===== config.mk =====
export PLATFORM = sky130hd
export DESIGN_NAME = lfsr_sig_check
export DESIGN_NICKNAME = d
export VERILOG_FILES = /design/src/rtl/lfsr_chk_pkg.sv /design/src/rtl/sat_counter.sv /design/src/rtl/lfsr_sig_check.sv
export SDC_FILE = /design/constraint.sdc
export NUM_CORES = 1
export LEC_CHECK = 0
export ABC_AREA = 1
export CORE_ASPECT_RATIO = 0.5
export CORE_UTILIZATION = 35
export CTS_BUF_LIST = sky130_fd_sc_hd__clkbuf_4 sky130_fd_sc_hd__clkbuf_8 sky130_fd_sc_hd__clkbuf_16
export CTS_CLUSTER_SIZE = 40
export DETAILED_ROUTE_END_ITERATION = 12
export GPL_TIMING_DRIVEN = 1
export PLACE_DENSITY = 0.72
export SYNTH_ARGS = -nofsm -noshare
export SYNTH_HDL_FRONTEND = slang
export SYNTH_SLANG_ARGS = --single-unit

===== constraint.sdc =====
create_clock -name clk -period 3.25 [get_ports clk]
set_input_delay 0.65 -clock clk [delete_from_list [all_inputs] [get_ports clk]]
set_output_delay 0.65 -clock clk [all_outputs]
set_load 0.005 [all_outputs]

===== src/rtl/lfsr_chk_pkg.sv =====
// Shared types and default sizing for the LFSR signature checker.
package lfsr_chk_pkg;

   typedef enum logic [2:0] {
      IDLE,
      LOAD,
      ARM,
      WAIT,
      REPORT
   } state_t;

   localparam int NBITS_DEF   = 16;
   localparam int DATA_W_DEF  = 128;
   localparam int TIMEOUT_DEF = 32;

endpackage


===== src/rtl/sat_counter.sv =====
// Up-counter that sticks at its all-ones value instead of wrapping.
module sat_counter #(
   parameter int W = 8
) (
   input  logic         clk,
   input  logic         rst,
   input  logic         inc,
   output logic [W-1:0] cnt
);

   always_ff @(posedge clk) begin
      if (rst)
         cnt <= '0;
      else if (inc && (cnt != {W{1'b1}}))
         cnt <= cnt + 1'b1;
   end

endmodule


===== src/rtl/lfsr_sig_check.sv =====
// Seeds the LFSR, waits for a fresh ready edge, captures and compares the
// signature, then reports the result over a valid/ready handshake.
module lfsr_sig_check
   import lfsr_chk_pkg::*;
#(
   parameter int NBITS   = NBITS_DEF,
   parameter int DATA_W  = DATA_W_DEF,
   parameter int TIMEOUT = TIMEOUT_DEF,
   parameter int CNTW    = 8
) (
   input  logic              clk,
   input  logic              rst,
   input  logic              start,
   input  logic [NBITS-1:0]  seed,
   input  logic [NBITS-1:0]  expected,
   output logic              lfsr_we,
   output logic [DATA_W-1:0] lfsr_data,
   input  logic [NBITS-1:0]  lfsr_q,
   input  logic              lfsr_rdy,
   output logic              busy,
   output logic              res_valid,
   input  logic              res_ready,
   output logic              res_pass,
   output logic              res_timeout,
   output logic [NBITS-1:0]  res_sig,
   output logic [CNTW-1:0]   pass_cnt,
   output logic [CNTW-1:0]   fail_cnt
);

   // One spare bit: leaving ARM on the last allowed cycle pushes the count past the limit.
   localparam int TW = $clog2(TIMEOUT) + 1;
   localparam logic [TW-1:0] TLIM = TW'(TIMEOUT - 1);

   state_t state_q, state_d;
   logic [NBITS-1:0] seed_q, exp_q;
   logic [TW-1:0]    tcnt;
   logic accept, tclr, tinc, capture, cap_timeout, done;

   always_ff @(posedge clk) begin
      if (rst)
         state_q <= IDLE;
      else
         state_q <= state_d;
   end

   always_comb begin
      state_d     = state_q;
      accept      = 1'b0;
      tclr        = 1'b0;
      tinc        = 1'b0;
      capture     = 1'b0;
      cap_timeout = 1'b0;
      done        = 1'b0;
      case (state_q)
         IDLE: if (start) begin
            accept  = 1'b1;
            state_d = LOAD;
         end
         LOAD: begin
            tclr    = 1'b1;
            state_d = ARM;
         end
         ARM: begin
            tinc = 1'b1;
            if (!lfsr_rdy)
               state_d = WAIT;
            else if (tcnt >= TLIM) begin
               cap_timeout = 1'b1;
               state_d     = REPORT;
            end
         end
         WAIT: begin
            tinc = 1'b1;
            if (lfsr_rdy) begin
               capture = 1'b1;
               state_d = REPORT;
            end else if (tcnt >= TLIM) begin
               cap_timeout = 1'b1;
               state_d     = REPORT;
            end
         end
         REPORT: if (res_ready) begin
            done    = 1'b1;
            state_d = IDLE;
         end
         default: state_d = IDLE;
      endcase
   end

   always_ff @(posedge clk) begin
      if (rst) begin
         seed_q      <= '0;
         exp_q       <= '0;
         tcnt        <= '0;
         res_sig     <= '0;
         res_pass    <= 1'b0;
         res_timeout <= 1'b0;
      end else begin
         if (accept) begin
            seed_q <= seed;
            exp_q  <= expected;
         end
         if (tclr)
            tcnt <= '0;
         else if (tinc)
            tcnt <= tcnt + 1'b1;
         if (capture) begin
            res_sig     <= lfsr_q;
            res_pass    <= (lfsr_q == exp_q);
            res_timeout <= 1'b0;
         end else if (cap_timeout) begin
            res_sig     <= '0;
            res_pass    <= 1'b0;
            res_timeout <= 1'b1;
         end
      end
   end

   assign lfsr_we   = (state_q == LOAD);
   assign lfsr_data = {{(DATA_W - NBITS){1'b0}}, seed_q};
   assign busy      = (state_q != IDLE);
   assign res_valid = (state_q == REPORT);

   sat_counter #(.W(CNTW)) u_pass (
      .clk (clk),
      .rst (rst),
      .inc (done && res_pass),
      .cnt (pass_cnt)
   );

   sat_counter #(.W(CNTW)) u_fail (
      .clk (clk),
      .rst (rst),
      .inc (done && !res_pass),
      .cnt (fail_cnt)
   );

endmodule


==> results of run 1 <==
==> metal layers <==
| layer | part of all wire | vias up |
|---|---|---|
| met3 | 0.068 | 20 |
| met5 | 0 | - |
| met2 | 0.50 | 131 |
| met1 | 0.41 | 1563 |
| li1 | - | 1783 |
| met4 | 0.020 | 0 |
==> cells in the final DEF, fill, tap and decap left out, types with 4 or more instances in the layout <==
cell	Yosys	layout
nor3_1	10	10
a21oi_1	63	63
nand2_1	111	111
nand3_1	9	9
xor2_1	6	6
clkinv_2	0	4
conb_1	1	112
clkbuf_16	0	9
xnor2_1	8	8
clkdlybuf4s50_1	0	105
dfxtp_1	75	75
o21ai_0	47	47
inv_1	65	65
nor2_1	30	30
==> path summary, 6_finish.rpt <==
path | start | end | depth (start not counted)
worst min-delay path | seed_q[13]$_SDFFE_PP0P_ | seed_q[13]$_SDFFE_PP0P_ | 2
worst min register to register | seed_q[13]$_SDFFE_PP0P_ | seed_q[13]$_SDFFE_PP0P_ | 2
worst max-delay path | state_q[0]$_SDFFE_PP0P_ | lfsr_we | 3
worst max register to register | u_fail.cnt[0]$_SDFFE_PP0P_ | u_fail.cnt[7]$_SDFFE_PP0P_ | 8
==> cells by family after synthesis <==
kind of cell             count (synthesis)
adder cells (fa/ha/maj)                  3
other                                    1
AO/OA/AOI/OAI                          115
XOR/XNOR                                14
flip-flops                              75
AND/OR/NAND/NOR                        173
buffers and inverters                  198
==> critical path: cells and delay by family (launching register included) <==
kind	cells	cell delay, ns
buffers and inverters	2	0.70
flip-flops	1	0.42
AND/OR/NAND/NOR	1	0.31
==> flip-flops by register name, indices dropped and copies added, names as in the netlist <==
register and flops:
res_sig 16, state_q 3, res_pass 1, u_fail.cnt 8
u_pass.cnt 8, res_timeout 1, tcnt 6, seed_q 16
exp_q 16
==> through the flow <==
step / instance area, um^2 / total power (W) / std cells / hold WS, ns
5_1_grt: 5210 / 0.00244 / 843 / 0.453
3_3_place_gp: 4940 / 0.00142 / 827 / 0.432
3_5_place_dp: 4940 / 0.00143 / 827 / 0.437
2_1_floorplan: 4590 / 0.00134 / 690 / 0.436
4_1_cts: 5210 / 0.00235 / 843 / 0.445
6_report: 5210 / 0.00232 / 843 / 0.443
==> layout make-up <==
cell class,count,area (um^2)
Sequential cell,75,1500
Clock buffer,11,246
Multi-Input combinational cell,417,1910
Timing Repair Buffer,108,1070
Inverter,68,255
Tap cell,159,199
Fill cell,1088,6070
Clock inverter,5,28.8
==> power groups by stage <==
| stage | registers (W) | logic, W | clock network, W |
|---|---|---|---|
| 6_report | 0.00102 | 0.000386 | 0.000916 |
| 5_1_grt | 0.00103 | 0.000442 | 0.000969 |
| 4_1_cts | 0.00102 | 0.000388 | 0.000941 |
| 3_5_place_dp | 0.00104 | 0.000386 | 0 |
| 3_3_place_gp | 0.00104 | 0.000380 | 0 |
| 2_1_floorplan | 0.00104 | 0.000307 | 0 |
==> results.json, run 1 <==
{
  "status": "complete, no violations",
  "synth-xor-area-share": 0.0294,
  "p_sw_w": 0.000614,
  "place_hpwl_mm": 6.64,
  "globalplace.congestion": 0.811,
  "cts_made_buffers": 9,
  "synth_top_family_by_area": "buffers and inverters",
  "wire_per_inst_um": 10.6,
  "finalMaxSlewViolations": 0,
  "leakage_nw": 2.20,
  "cp.arrival_ns": 1.77,
  "power.share.sequential": 0.439,
  "p_int_w": 0.00171,
  "async_flop_share": 0,
  "die_height_um": 79.2,
  "synth-edff-count": 0,
  "synth.most_common_cell": "buf_4",
  "dieArea_um2": 12400,
  "core_um2": 11300,
  "dp_slack_ns": 0.957,
  "path_class": "reg2out",
  "holdBufCountCts": 0,
  "min_period_over_period": 0.745,
  "clk_latency_ns": 0.33,
  "tightest_slew_ns": 0.504,
  "tns_ns": 0,
  "cts_tree": "done",
  "synth_compound_area_frac": 0.143,
  "period_needed_ns": 2.42,
  "synthFlopType": "dfxtp_1",
  "swShare": 0.264,
  "drt_iter0_drc": 176,
  "synthMuxAreaShare": 0,
  "grt_use_total": 0.145,
  "root_buffer": "clkbuf_16",
  "cts_resized": 0,
  "post_synth_num_cell_types": 28,
  "critPathSlowestCell": "clkdlybuf4s50_1",
  "layout-drive-gt1-share": 0.0482,
  "clockPowerShare": 0.394,
  "synth_commonest_cells": "buf_4, nand2_1, dfxtp_1",
  "yosys.area_share.simple": 0.174,
  "cts_buffer_depth": 2,
  "synth_top_area_share": 0.360,
  "crit_fanout": 4,
  "final-hold-violation-count": 0,
  "vias_per_cell": 4.15,
  "grt_use_met3": 0.0442,
  "r2r_slack_ns": 1.52,
  "worstSetupEndpointType": "primary output",
  "start_kind": "flip-flop",
  "grt_pass1_vias": 3052,
  "row_count": 27,
  "ys_seq_elements": 75,
  "setup_ws_ns": 0.828,
  "htree_levels": 3,
  "yosysTopAreaCell": "dfxtp_1",
  "grt_util_met2": 0.249,
  "initial_core_util": 0.370,
  "cts_setup_buffers": 0,
  "port_buffers": 105,
  "power-per-cell-area_nw_per_um2": 446,
  "synth_adder_area_share": 0.00899,
  "path_cells": "inv_1, nor3_1, clkdlybuf4s50_1",
  "max_stage_delay_ns": 0.58,
  "area_growth_pct": 24.8,
  "drt_pass1_iterations": 4,
  "netlist_area_um2": 4180,
  "drt.antenna.violating_nets": 0,
  "comb_power_share": 0.166,
  "avgSynthCellArea_um2": 7.21,
  "drt_wl_total_mm": 8.93,
  "vias": 3497,
  "cts_sinks": 75,
  "die_x_um": 156,
  "grt_most_used_layer": "met2",
  "grt_max_degree": 47,
  "synth_warnings": 0,
  "io_pins": 218,
  "hold_class": "reg2reg",
  "max_slew_margin": 0.663,
  "overflow": 0,
  "final_core_util": 0.462,
  "diodes": 0,
  "synth_area_leaders": "dfxtp_1, buf_4, nand2_1",
  "drc_errors": 0,
  "cp.required_ns": 2.60,
  "grt_first_pass_wirelength_mm": 14.2,
  "finalSetupViolCount": 0,
  "grtUsageMet1": 0.171,
  "ir_drop_mv": 0.285,
  "fin_nets": 735,
  "cap_violations": 0,
  "antenna_found_initial": 0,
  "max_freq_mhz": 413,
  "skew_ns": 0.00755,
  "cts.clk_slew.worst_paths_ns": 0.06,
  "rsz0062_at_grt": "false",
  "synthCells": 579,
  "synth-seq-area-share": 0.360
}
Note: power is estimated with default switching activity, not from simulation.
==> run 2: changes to the inputs <==
- PLACE_DENSITY: 0.72 -> 0.75
- clock period: 3.25 -> 2.1 ns (I/O delays scaled with it)
==> results.json, run 2 (synthesized netlist as in run 1, its figures left out) <==
{
  "drt_wl_total_mm": 9.08,
  "wire_per_inst_um": 10.8,
  "drt.antenna.violating_nets": 0,
  "fin_nets": 737,
  "grt_first_pass_wirelength_mm": 14.7,
  "port_buffers": 105,
  "ir_drop_mv": 0.446,
  "leakage_nw": 2.21,
  "cap_violations": 0,
  "period_needed_ns": 1.99,
  "p_int_w": 0.00266,
  "vias_per_cell": 4.19,
  "fillers": 1146,
  "globalplace.congestion": 0.825,
  "cts_buffer_depth": 2,
  "power_w": 0.00360,
  "grt_pass1_vias": 3135,
  "drt_iter0_drc": 106,
  "grt_use_total": 0.151,
  "path_class": "reg2out",
  "status": "complete, no violations",
  "mostFrequentLayoutCell": "conb_1",
  "cp.arrival_ns": 1.57,
  "skew_ns": 0.00624,
  "p_sw_w": 0.000936,
  "cts.clk_slew.worst_paths_ns": 0.05,
  "rr_worst_depth": 8,
  "die_height_um": 79.2,
  "clk_latency_ns": 0.33,
  "holdBufCountCts": 0,
  "die_x_um": 156,
  "place_hpwl_mm": 6.74,
  "cts_sinks": 75,
  "row_count": 27,
  "clockPowerShare": 0.390,
  "root_buffer": "clkbuf_16",
  "cts_tree": "done",
  "comb_power_share": 0.172,
  "start_kind": "flip-flop",
  "tns_ns": 0,
  "htree_levels": 3,
  "crit_fanout": 5,
  "cp.required_ns": 1.68,
  "core_um2": 11300,
  "drc_errors": 0,
  "vias": 3539,
  "area_growth_pct": 25.5,
  "power.share.sequential": 0.438,
  "drt_pass1_iterations": 4,
  "cts_made_buffers": 9,
  "whs_path_depth": 2,
  "cts_resized": 1,
  "worstSetupEndpointType": "primary output",
  "dieArea_um2": 12400,
  "power-per-cell-area_nw_per_um2": 687,
  "diodes": 0,
  "layout_common_cells": "conb_1, nand2_1, clkdlybuf4s50_1",
  "swShare": 0.260,
  "antenna_found_initial": 0,
  "initial_core_util": 0.370,
  "finalMaxSlewViolations": 0,
  "top_regs": "exp_q x16, res_sig x16, seed_q x16",
  "io_pins": 218,
  "finalSetupViolCount": 0,
  "grt_max_degree": 61,
  "overflow": 0,
  "rsz0062_at_grt": "false",
  "final-hold-violation-count": 0,
  "layout-drive-gt1-share": 0.0526,
  "max_freq_mhz": 503,
  "min_period_over_period": 0.948,
  "hold_class": "reg2reg",
  "cts_setup_buffers": 0
}
run 2: power groups by stage:
stage | Sequential, W | Combinational, W | Clock [W]
global route | 0.00159 | 0.000703 | 0.00151
global placement | 0.00160 | 0.000602 | 0
floorplan | 0.00160 | 0.000476 | 0
detailed placement | 0.00161 | 0.000615 | 0
CTS | 0.00158 | 0.000621 | 0.00144
finish | 0.00158 | 0.000619 | 0.00140
run 2: per-layer routing:
| metal | up-vias | GRT usage | wire (um) |
|---|---|---|---|
| li1 | 1791 | - | - |
| met1 | 1608 | 0.165 | 3730 |
| met2 | 125 | 0.272 | 4610 |
| met3 | 15 | 0.0524 | 585 |
| met4 | 0 | 0.0549 | 157 |
| met5 | - | 0 | 0 |
run 2: worst paths after layout:
path	startpoint	to	slack, ns
setup / recovery	state_q[0]$_SDFFE_PP0P_	res_valid	0.11
hold reg to reg	seed_q[14]$_SDFFE_PP0P_	seed_q[14]$_SDFFE_PP0P_	0.44
hold / removal	seed_q[14]$_SDFFE_PP0P_	seed_q[14]$_SDFFE_PP0P_	0.44
setup reg to reg	u_fail.cnt[0]$_SDFFE_PP0P_	u_fail.cnt[1]$_SDFFE_PP0P_	0.37
run 2: stage by stage:
| step | hold slack (ns) | setup slack, ns | cells | utilization | instance area [um^2] |
|---|---|---|---|---|---|
| 2_1_floorplan | 0.436 | 0.693 | 690 | - | 4590 |
| 3_3_place_gp | 0.430 | 0.224 | 829 | 0.440 | 4960 |
| 3_5_place_dp | 0.436 | 0.183 | 829 | 0.440 | 4960 |
| 4_1_cts | 0.445 | 0.000418 | 844 | 0.464 | 5240 |
| 5_1_grt | 0.463 | 0.0116 | 844 | 0.464 | 5240 |
| 6_report | 0.440 | 0.110 | 844 | 0.464 | 5240 |
run 2: cell type report:
cell class,count,area [um^2],share of cell area
clock buffer,12,254,0.0485
clock inverter,3,15.0,0.00287
inverter,68,255,0.0487
multi-input combinational,417,1910,0.365
sequential,75,1500,0.287
tap,159,199,0.0380
timing repair buffer,110,1100,0.210
run 2: critical path, cell delays in order (launching register included):
cell             delay (ns)
dfxtp_2                0.35
nor2_2                 0.22
nand2_1                0.09
inv_1                  0.08
clkdlybuf4s50_1        0.50
